===== src/rtl/clock_pkg.sv =====
// clock_pkg: shared definitions for the HH:MM:SS time-keeping controller.
//   state_e       one-hot mode encoding, driven directly on the set[2:0] output
//   *_MAX         largest legal BCD value of each time field
//   bcd_inc/dec   single-step BCD arithmetic without range wrap (callers wrap)
package clock_pkg;

    typedef enum logic [2:0] {
        ST_RUN      = 3'b001,
        ST_SET_MIN  = 3'b010,
        ST_SET_HOUR = 3'b100
    } state_e;

    localparam logic [7:0] SEC_MAX  = 8'h59;
    localparam logic [7:0] MIN_MAX  = 8'h59;
    localparam logic [7:0] HOUR_MAX = 8'h23;

    // Units digit rolls 9->0 and carries into the tens digit.
    function automatic logic [7:0] bcd_inc(input logic [7:0] v);
        logic [7:0] r;
        if (v[3:0] == 4'd9) r = {v[7:4] + 4'd1, 4'd0};
        else                r = {v[7:4], v[3:0] + 4'd1};
        return r;
    endfunction

    // Units digit rolls 0->9 and borrows from the tens digit.
    function automatic logic [7:0] bcd_dec(input logic [7:0] v);
        logic [7:0] r;
        if (v[3:0] == 4'd0) r = {v[7:4] - 4'd1, 4'd9};
        else                r = {v[7:4], v[3:0] - 4'd1};
        return r;
    endfunction

endpackage


===== src/rtl/bcd2_updown.sv =====
// bcd2_updown: two-digit BCD up/down register with wrap at MAX.
//   clk, rst      clock, synchronous active-high reset (loads RST_VAL)
//   inc, dec      step up / down; inc wins if both are asserted
//   clr           force 00 (highest priority after rst)
//   load,load_val parallel load of a legal BCD value
//   q             current BCD value, always 00..MAX
//   carry         high in the cycle an accepted inc wraps MAX->00; lets
//                 the next field step on the same clock edge
module bcd2_updown
    import clock_pkg::*;
#(
    parameter logic [7:0] MAX     = 8'h59,
    parameter logic [7:0] RST_VAL = 8'h00
) (
    input  logic       clk,
    input  logic       rst,
    input  logic       inc,
    input  logic       dec,
    input  logic       clr,
    input  logic       load,
    input  logic [7:0] load_val,
    output logic [7:0] q,
    output logic       carry
);

    assign carry = inc && !clr && !load && (q == MAX);

    always_ff @(posedge clk) begin
        if (rst)       q <= RST_VAL;
        else if (clr)  q <= 8'h00;
        else if (load) q <= load_val;
        else if (inc)  q <= (q == MAX)   ? 8'h00 : bcd_inc(q);
        else if (dec)  q <= (q == 8'h00) ? MAX   : bcd_dec(q);
    end

endmodule


===== src/rtl/clock_set_ctrl.sv =====
// clock_set_ctrl: time keeping plus RUN / SET_MIN / SET_HOUR mode control.
//   clk, rst        clock, synchronous active-high reset
//   tick_1hz        1-cycle pulse per second
//   tick_blink      1-cycle pulse at the flash toggle rate
//   key_mode/inc/dec 1-cycle debounced key pulses
//   set[2:0]        one-hot mode (001 RUN, 010 SET_MIN, 100 SET_HOUR); this
//                   is the FSM state register itself, so it doubles as the
//                   observable state
//   blink           digit-visible gate for the flashing field (1 = visible)
//   hour/min/sec_bcd BCD time fields
// Interface semantics: every input is a single-cycle pulse with no
// handshake; a pulse is consumed on the edge where it is high and its
// effect is visible on the registered outputs right after that edge.
module clock_set_ctrl
    import clock_pkg::*;
#(
    parameter int unsigned TIMEOUT_S = 10,
    parameter logic [7:0]  RST_HOUR  = 8'h12,
    parameter logic [7:0]  RST_MIN   = 8'h00
) (
    input  logic       clk,
    input  logic       rst,
    input  logic       tick_1hz,
    input  logic       tick_blink,
    input  logic       key_mode,
    input  logic       key_inc,
    input  logic       key_dec,
    output logic [2:0] set,
    output logic       blink,
    output logic [7:0] hour_bcd,
    output logic [7:0] min_bcd,
    output logic [7:0] sec_bcd
);

    localparam logic [7:0] TIMEOUT_CNT = 8'(TIMEOUT_S);

    state_e     state_q, state_d;
    logic       blink_q, blink_d;
    logic [7:0] idle_q, idle_d;

    logic in_run, in_set_min, in_set_hour;
    logic any_key, adj_inc, adj_dec, timeout;
    logic sec_carry, min_carry, unused_hour_carry;

    assign in_run      = (state_q == ST_RUN);
    assign in_set_min  = (state_q == ST_SET_MIN);
    assign in_set_hour = (state_q == ST_SET_HOUR);

    assign any_key = key_mode | key_inc | key_dec;
    // Mode beats inc/dec; inc together with dec cancels out.
    assign adj_inc = key_inc & ~key_dec & ~key_mode;
    assign adj_dec = key_dec & ~key_inc & ~key_mode;
    // A key in the same cycle restarts the idle count instead.
    assign timeout = !in_run && (idle_q == TIMEOUT_CNT) && !any_key;

    always_comb begin
        state_d = state_q;
        unique case (state_q)
            ST_RUN:      if (key_mode) state_d = ST_SET_MIN;
            ST_SET_MIN:  if (key_mode) state_d = ST_SET_HOUR;
                         else if (timeout) state_d = ST_RUN;
            ST_SET_HOUR: if (key_mode || timeout) state_d = ST_RUN;
            default:     state_d = ST_RUN;
        endcase
    end

    always_comb begin
        blink_d = blink_q;
        if (state_d != state_q || in_run) blink_d = 1'b1;
        else if (adj_inc || adj_dec)      blink_d = 1'b1;
        else if (tick_blink)              blink_d = ~blink_q;
    end

    always_comb begin
        idle_d = idle_q;
        if (state_d != state_q || any_key || in_run) idle_d = 8'd0;
        else if (tick_1hz && idle_q != TIMEOUT_CNT)  idle_d = idle_q + 8'd1;
    end

    always_ff @(posedge clk) begin
        if (rst) begin
            state_q <= ST_RUN;
            blink_q <= 1'b1;
            idle_q  <= 8'd0;
        end else begin
            state_q <= state_d;
            blink_q <= blink_d;
            idle_q  <= idle_d;
        end
    end

    // Seconds only run in RUN; entering SET_MIN zeroes them so the clock
    // resumes from :00 after setting.
    bcd2_updown #(.MAX(SEC_MAX), .RST_VAL(8'h00)) u_sec (
        .clk      (clk),
        .rst      (rst),
        .inc      (in_run && tick_1hz && !key_mode),
        .dec      (1'b0),
        .clr      (in_run && key_mode),
        .load     (1'b0),
        .load_val (8'h00),
        .q        (sec_bcd),
        .carry    (sec_carry)
    );

    // Carries only chain in RUN; manual adjust of one field never ripples.
    bcd2_updown #(.MAX(MIN_MAX), .RST_VAL(RST_MIN)) u_min (
        .clk      (clk),
        .rst      (rst),
        .inc      ((in_run && sec_carry) || (in_set_min && adj_inc)),
        .dec      (in_set_min && adj_dec),
        .clr      (1'b0),
        .load     (1'b0),
        .load_val (8'h00),
        .q        (min_bcd),
        .carry    (min_carry)
    );

    bcd2_updown #(.MAX(HOUR_MAX), .RST_VAL(RST_HOUR)) u_hour (
        .clk      (clk),
        .rst      (rst),
        .inc      ((in_run && min_carry) || (in_set_hour && adj_inc)),
        .dec      (in_set_hour && adj_dec),
        .clr      (1'b0),
        .load     (1'b0),
        .load_val (8'h00),
        .q        (hour_bcd),
        .carry    (unused_hour_carry)
    );

    assign set   = state_q;
    assign blink = blink_q;

endmodule

===== config.mk =====
export PLATFORM = sky130hd
export DESIGN_NAME = clock_set_ctrl
export DESIGN_NICKNAME = d
export VERILOG_FILES = /design/src/rtl/clock_pkg.sv /design/src/rtl/bcd2_updown.sv /design/src/rtl/clock_set_ctrl.sv
export SDC_FILE = /design/constraint.sdc
export NUM_CORES = 1
export LEC_CHECK = 0
export ABC_AREA = 1
export CAP_MARGIN = 30
export CORE_UTILIZATION = 60
export CTS_CLUSTER_SIZE = 25
export DETAILED_ROUTE_END_ITERATION = 7
export GPL_ROUTABILITY_DRIVEN = 0
export GPL_TIMING_DRIVEN = 0
export PLACE_DENSITY = 0.95
export SYNTH_ARGS = -nofsm -noshare
export SYNTH_HDL_FRONTEND = slang
export SYNTH_SLANG_ARGS = --single-unit

===== constraint.sdc =====
create_clock -name clk -period 4.6 [get_ports clk]
set_clock_uncertainty 0.15 [all_clocks]
set_input_delay 0.92 -clock clk [delete_from_list [all_inputs] [get_ports clk]]
set_output_delay 0.92 -clock clk [all_outputs]
set_load 0.01 [all_outputs]

==> results of run 1 <==
[registers in the layout, indices dropped and copies added, names as in the netlist]
signal,count
u_min.q,8
u_hour.q,8
set,3
idle_q,8
u_sec.q,8
blink,1
[critical path, stage by stage]
cell,delay (ps)
clkdlybuf4s50_1,510
nor3_1,410
nand2_2,140
nand3_1,250
inv_1,90
o21ai_0,100
o21ai_0,110
nor2_1,100
nor2_1,50
[how the worst max path moves through the flow]
stage	startpoint	to	slack, ps	cells after the start
2_1_floorplan	key_mode	u_hour.q[4]$_SDFFE_PP1P_	2420	12
3_3_place_gp	key_mode	u_min.q[5]$_SDFFE_PP0P_	1700	10
3_5_place_dp	key_mode	u_hour.q[7]$_SDFFE_PP0P_	1680	13
4_1_cts	key_mode	u_hour.q[7]$_SDFFE_PP0P_	1980	13
5_1_grt	key_mode	u_min.q[6]$_SDFFE_PP0P_	1760	11
6_report	key_mode	u_min.q[6]$_SDFFE_PP0P_	1950	9
[cell usage after synthesis (all sizes together)]
cell,instances,share of area
o21ai,20,0.038
o31ai,1,0.0029
nand3,41,0.094
inv,62,0.090
buf,2,0.0062
dfxtp,36,0.28
or2,1,0.0024
nand3b,1,0.0029
a211oi,3,0.0086
nor4,1,0.0024
ha,19,0.091
o211ai,3,0.0086
xnor2,3,0.010
clkbuf,1,0.0014
a31oi,2,0.0048
nor3b,1,0.0029
nand4,8,0.019
xor2,19,0.064
nor3,5,0.012
o22ai,1,0.0024
nor2,56,0.089
mux2i,1,0.0038
nand2,75,0.13
a21oi,14,0.030
o21bai,1,0.0029
[cells by family (layout without fill, tap and decap cells)]
kind of cell | after synthesis | after routing | share of synthesized area
flops | 36 | 36 | 0.277
fa+ha+maj | 19 | 19 | 0.0913
buf+inv | 65 | 105 | 0.0980
simple gates | 189 | 189 | 0.358
mux | 1 | 1 | 0.00384
xor+xnor | 22 | 22 | 0.0740
compound gates | 45 | 45 | 0.0985
[metal layers]
| metal | vias up | global-route usage | share of wire |
|---|---|---|---|
| met5 | - | 0 | 0 |
| met4 | 0 | 0.107 | 0.021 |
| met3 | 14 | 0.0517 | 0.045 |
| met2 | 67 | 0.498 | 0.50 |
| met1 | 1158 | 0.316 | 0.44 |
| li1 | 1289 | - | - |
[where the power goes]
| part | leakage, nW | total [mW] | internal (mW) | switching, mW |
|---|---|---|---|---|
| logic | 1.08 | 0.0866 | 0.0345 | 0.0521 |
| clock network | 0.0503 | 0.246 | 0.133 | 0.112 |
| registers | 0.291 | 0.327 | 0.317 | 0.00983 |
| total | 1.42 | 0.659 | 0.485 | 0.174 |
[area by class of cell]
| cell class | count | area, sq um | share of cell area |
|---|---|---|---|
| sequential | 36 | 721 | 0.233 |
| clock buffer | 7 | 96.3 | 0.0311 |
| multi-input combinational | 276 | 1630 | 0.526 |
| buffer | 3 | 20.0 | 0.00647 |
| inverter | 62 | 235 | 0.0761 |
| timing repair buffer | 33 | 330 | 0.107 |
| tap | 50 | 62.6 | 0.0202 |
[stage by stage]
stage / instances / setup slack, ps / hold slack, ps
finish: 467 / 1950 / 381
global route: 467 / 1760 / 415
CTS: 467 / 1980 / 384
detailed placement: 460 / 1680 / 369
global placement: 460 / 1700 / 359
floorplan: 377 / 2420 / 345
==> results by group, run 1 <==
Die
  • Die Y-Extent: 67.9 microns
  • Std-Cell Rows: 23
  • Total I/O pin count: 35
  • Width of the die: 67.9 microns
  • Overall die area: 4610 sq um
  • Initial standard-cell utilization of the core: 0.637
  • Area of the core: 4090 sq um

GRT
  • Global route total overflow: 0
  • Total Routing Usage GR: 0.275
  • Pin count of the biggest net entering global routing: 11
  • Initial antenna violation count: 0
  • Global-route wire length before repair: 9600 microns
  • Number of global-route vias before repair: 2302

Worst hold path
  • Cell depth of the worst min-delay path: 2
  • Sink of the worst hold path: u_hour.q[1]$_SDFFE_PP1P_
  • Kind of path behind the tightest hold check: reg -> reg
  • Worst Min Path Start: u_hour.q[1]$_SDFFE_PP1P_

Routing
  • DRC violation count after routing: 0
  • First-iteration detailed-routing DRC count: 124
  • Via density: 5.41
  • DR pass1 iterations: 4
  • Total wirelength of the detailed-routed design: 5790 microns
  • Final routed wire length divided by cell count: 12.4 microns
  • Post-route ant nets: 0
  • Number of vias after detailed routing: 2528

Logic synthesis
  • Gate count of the mapped netlist: 377
  • Cell area after synthesis: 2600 sq um
  • YS warnings: 0
  • Netlist cell types: 38
  • Net count after synthesis: 403
  • Sequential cell area fraction in the yosys report: 0.277
  • Per-instance average area after synthesis: 6.91 sq um
  • Synthesis-stage register bit count: 36

Worst setup path
  • Data required time of the critical path: 4630 ps
  • Worst setup EP type: flop
  • Worst reg-to-reg setup slack: 2630 ps
  • Critical path data arrival time: 2680 ps
  • Worst R2R Start: u_min.q[0]$_SDFFE_PP0P_
  • Startpoint-to-endpoint class of the critical path: in -> reg
  • Terminus of the critical flop-to-flop path: u_hour.q[7]$_SDFFE_PP0P_
  • Critical path peak fanout: 7
  • Setup crit start kind: primary input
  • R2R cell count: 11

Layout
  • Nets@finish: 443
  • Proportion of layout cells with a drive suffix above 1: 0.0815
  • Most frequent cells in the layout: nand2_1, inv_1, nor2_1
  • Most common cell after layout, fill and taps aside: nand2_1
  • Layout Utilization: 0.757
  • Antenna diode count: 0
  • Area grow syn2layout: 18.8%
  • Number of fill cells: 331
  • Final design instance area without fill: 3090 sq um

Place
  • Instance area after placement: 3000 sq um
  • Hpwl dp: 4280 microns
  • Number of buffers added on ports: 33

CTS
  • Root buffer cell: clkbuf_8
  • Post-cts hold buffer count: 0
  • Bufs on Longest Clock Path: 2
  • # clock sinks: 36
  • Setup Fix Bufs, Post-CTS: 0
  • Clock network latency to the later pin of the worst-skew pair: 290 ps
  • H-tree levels: 2
  • Num CTS Buffers: 5
  • Post-cts repair resize count: 0
  • Clock slew seen by the registers of the worst setup and hold paths: 70 ps
  • Clock tree from TritonCTS: built

Flow run
  • Max-cap violation count: 0

STA
  • Fmax: 378 MHz
  • Max transition margin: 0.658
  • Number of hold violations in the final report: 0
  • Tightest Pin Transition: 514 ps
  • Final period utilization: 0.576
  • RSZ-0062 raised after global routing: false
  • Sum Neg Setup Slack: 0 ps
  • Final count of negative-setup-slack endpoints: 0
  • Shortest clock period the worst path allows after layout: 2650 ps
  • Number of pins exceeding their max-slew limit in the final report: 0

Power
  • Total power of the final layout: 0.659 mW
  • Max rail drop VDD: 0.119 mV
  • Static power due to leakage: 1.42 nW
  • Ratio of total power to cell area: 213 nW/um^2

Run status
  • Outcome: finished, final reports clean
(Power assumes the default switching activity.)
==> run 2: changes to the inputs <==
--- a/config.mk
+++ b/config.mk
@@ -7,12 +7,12 @@
 export LEC_CHECK = 0
 export ABC_AREA = 1
 export CAP_MARGIN = 30
-export CORE_UTILIZATION = 60
+export CORE_UTILIZATION = 50
 export CTS_CLUSTER_SIZE = 25
 export DETAILED_ROUTE_END_ITERATION = 7
 export GPL_ROUTABILITY_DRIVEN = 0
 export GPL_TIMING_DRIVEN = 0
-export PLACE_DENSITY = 0.95
+export PLACE_DENSITY = 0.87
 export SYNTH_ARGS = -nofsm -noshare
 export SYNTH_HDL_FRONTEND = slang
 export SYNTH_SLANG_ARGS = --single-unit
==> constraint.sdc (replaced) <==
create_clock -name clk -period 2.3 [get_ports clk]
set_clock_uncertainty 0.15 [all_clocks]
set_input_delay 0.46 -clock clk [delete_from_list [all_inputs] [get_ports clk]]
set_output_delay 0.46 -clock clk [all_outputs]
set_load 0.01 [all_outputs]
==> run 2 against run 1 <==
Net effect: cell area rose by 0.40%; first-iteration DRC count rose by 45%; global-route usage fell by 5.7 points; worst setup slack got worse by 1700 ps; wire length fell by 4.6%; core utilization fell by 12 points; critical path depth did not move; via count fell by 2.3%; sequential cell count did not move.
==> results by group, run 2 (synthesized netlist as in run 1, its figures left out) <==
STA
  • Shortest clock period the worst path allows after layout: 2070 ps
  • Fmax: 483 MHz
  • Number of pins exceeding their max-slew limit in the final report: 0
  • RSZ-0062 raised after global routing: false
  • Final period utilization: 0.901
  • Max transition margin: 0.677
  • Final count of negative-setup-slack endpoints: 0
  • Tightest Pin Transition: 485 ps
  • Number of hold violations in the final report: 0
  • Hold WS: 379 ps

Routing
  • Number of vias after detailed routing: 2469
  • Via density: 5.09
  • DR pass1 iterations: 4
  • First-iteration detailed-routing DRC count: 180
  • Met1 routed wirelength after detailed routing: 2480 microns
  • DRC violation count after routing: 0
  • Highest metal used: met4
  • Met2 wirelength from detailed routing: 2720 microns
  • Detailed-routed wire length on met3: 290 microns
  • Post-route ant nets: 0
  • Final routed wire length divided by cell count: 11.4 microns
  • Total wirelength of the detailed-routed design: 5520 microns

CTS
  • Num CTS Buffers: 5
  • Clock network latency to the later pin of the worst-skew pair: 290 ps
  • # clock sinks: 36
  • Post-cts hold buffer count: 0
  • Bufs on Longest Clock Path: 2
  • Root buffer cell: clkbuf_8
  • Clock tree from TritonCTS: built
  • H-tree levels: 2
  • Clock slew seen by the registers of the worst setup and hold paths: 70 ps

Die
  • Total I/O pin count: 35
  • Overall die area: 5500 sq um
  • Die Y-Extent: 74.2 microns
  • Std-Cell Rows: 25
  • Width of the die: 74.2 microns
  • Area of the core: 4880 sq um
  • Initial standard-cell utilization of the core: 0.534

Power
  • Static power due to leakage: 1.43 nW
  • Fraction of power spent switching nets: 0.272
  • Ratio of total power to cell area: 402 nW/um^2
  • Max rail drop VDD: 0.286 mV
  • Sequential group share of total power: 0.523
  • Share of total power in combinational logic: 0.140
  • Clock group share of total power: 0.337
  • Net Switching: 0.339 mW
  • Internal power contribution: 0.910 mW

Layout
  • Proportion of layout cells with a drive suffix above 1: 0.0813
  • Area grow syn2layout: 19.3%
  • Most common cell after layout, fill and taps aside: nand2_1
  • Nets@finish: 444
  • Number of fill cells: 461
  • Most frequent cells in the layout: nand2_1, inv_1, nor2_1
  • Layout Utilization: 0.636
  • Antenna diode count: 0

Worst setup path
  • Worst setup EP type: flop
  • Worst reg-to-reg setup slack: 290 ps
  • Critical path data arrival time: 2140 ps
  • Startpoint-to-endpoint class of the critical path: in -> reg
  • Terminus of the critical flop-to-flop path: u_hour.q[7]$_SDFFE_PP0P_
  • R2R cell count: 11
  • Critical path peak fanout: 9
  • Setup crit start kind: primary input
  • Worst R2R Start: u_min.q[0]$_SDFFE_PP0P_
  • Data required time of the critical path: 2370 ps

GRT
  • Global-route wire length before repair: 9340 microns
  • Initial antenna violation count: 0
  • Total Routing Usage GR: 0.218
  • Pin count of the biggest net entering global routing: 11
  • Global route total overflow: 0
  • Number of global-route vias before repair: 2249

Worst hold path
  • Sink of the worst hold path: u_sec.q[6]$_SDFFE_PP0P_
  • Worst Min Path Start: u_sec.q[6]$_SDFFE_PP0P_
  • Cell depth of the worst min-delay path: 2
  • Kind of path behind the tightest hold check: reg -> reg

Place
  • Number of buffers added on ports: 33
  • Hpwl dp: 4270 microns

Run status
  • Outcome: finished, final reports clean

Flow run
  • Max-cap violation count: 0
[run 2: changes by cell type in the layout (fill, tap and decap cells not counted)]
| cell | delta |
|---|---|
| clkinv_2 | +1 |
| clkbuf_8 | -2 |
| buf_4 | +1 |
| clkdlybuf4s50_1 | -1 |
| clkbuf_1 | +1 |
| dlymetal6s2s_1 | +1 |
[run 2: layout make-up]
class	instances	area [sq um]	area share
buffer	3	20.0	0.00645
clock buffer	6	72.6	0.0234
clock inverter	1	5.00	0.00161
inverter	62	235	0.0757
multi-input combinational	276	1630	0.524
sequential	36	721	0.232
tap	67	83.8	0.0270
timing repair buffer	34	340	0.110
[run 2: power groups by stage]
| stage | clock (mW) | sequential [mW] | combinational, mW |
|---|---|---|---|
| 6_report | 0.421 | 0.653 | 0.175 |
| 5_1_grt | 0.465 | 0.654 | 0.194 |
| 4_1_cts | 0.435 | 0.652 | 0.173 |
| 3_5_place_dp | 0 | 0.667 | 0.172 |
| 3_3_place_gp | 0 | 0.666 | 0.167 |
| 2_1_floorplan | 0 | 0.669 | 0.111 |
[run 2: critical path: stages]
cell             delay, ps
clkdlybuf4s50_1        520
nand2_1                150
nor2_8                 190
nand2_4                 90
nand2_4                120
nand2_1                120
a21oi_2                240
nand3_1                110
a21oi_1                140
[run 2: what timing repair did]
item	in CTS	in global routing
setup endpoints to repair	0	1
setup buffers	0	1
gates resized for setup	0	1
[run 2: stage by stage]
stage	power, mW	instance area [sq um]	worst slack (ps)	instances	TNS, ps
after floorplan	0.780	2600	432	377	0
after global placement	0.833	3020	-131	477	-1480
after detailed placement	0.839	3020	-159	477	-1890
after CTS	1.26	3100	145	484	0
after global routing	1.31	3110	122	485	0
final	1.25	3110	228	485	0
[run 2: how the worst max path moves through the flow]
stage                                  startpoint                  endpoint  slack (ps)
after floorplan           u_min.q[0]$_SDFFE_PP0P_  u_hour.q[4]$_SDFFE_PP1P_         430
after global placement                   key_mode   u_min.q[5]$_SDFFE_PP0P_        -130
after detailed placement                 key_mode  u_hour.q[7]$_SDFFE_PP0P_        -160
after CTS                                key_mode   u_min.q[5]$_SDFFE_PP0P_         140
after global routing                     tick_1hz   u_min.q[5]$_SDFFE_PP0P_         120
final                                    tick_1hz   u_min.q[5]$_SDFFE_PP0P_         230
[run 2: metal layers]
layer / track usage / up-vias
met1: 0.260 / 1117
li1: - / 1286
met2: 0.367 / 64
met5: 0 / -
met3: 0.0434 / 2
met4: 0.118 / 0
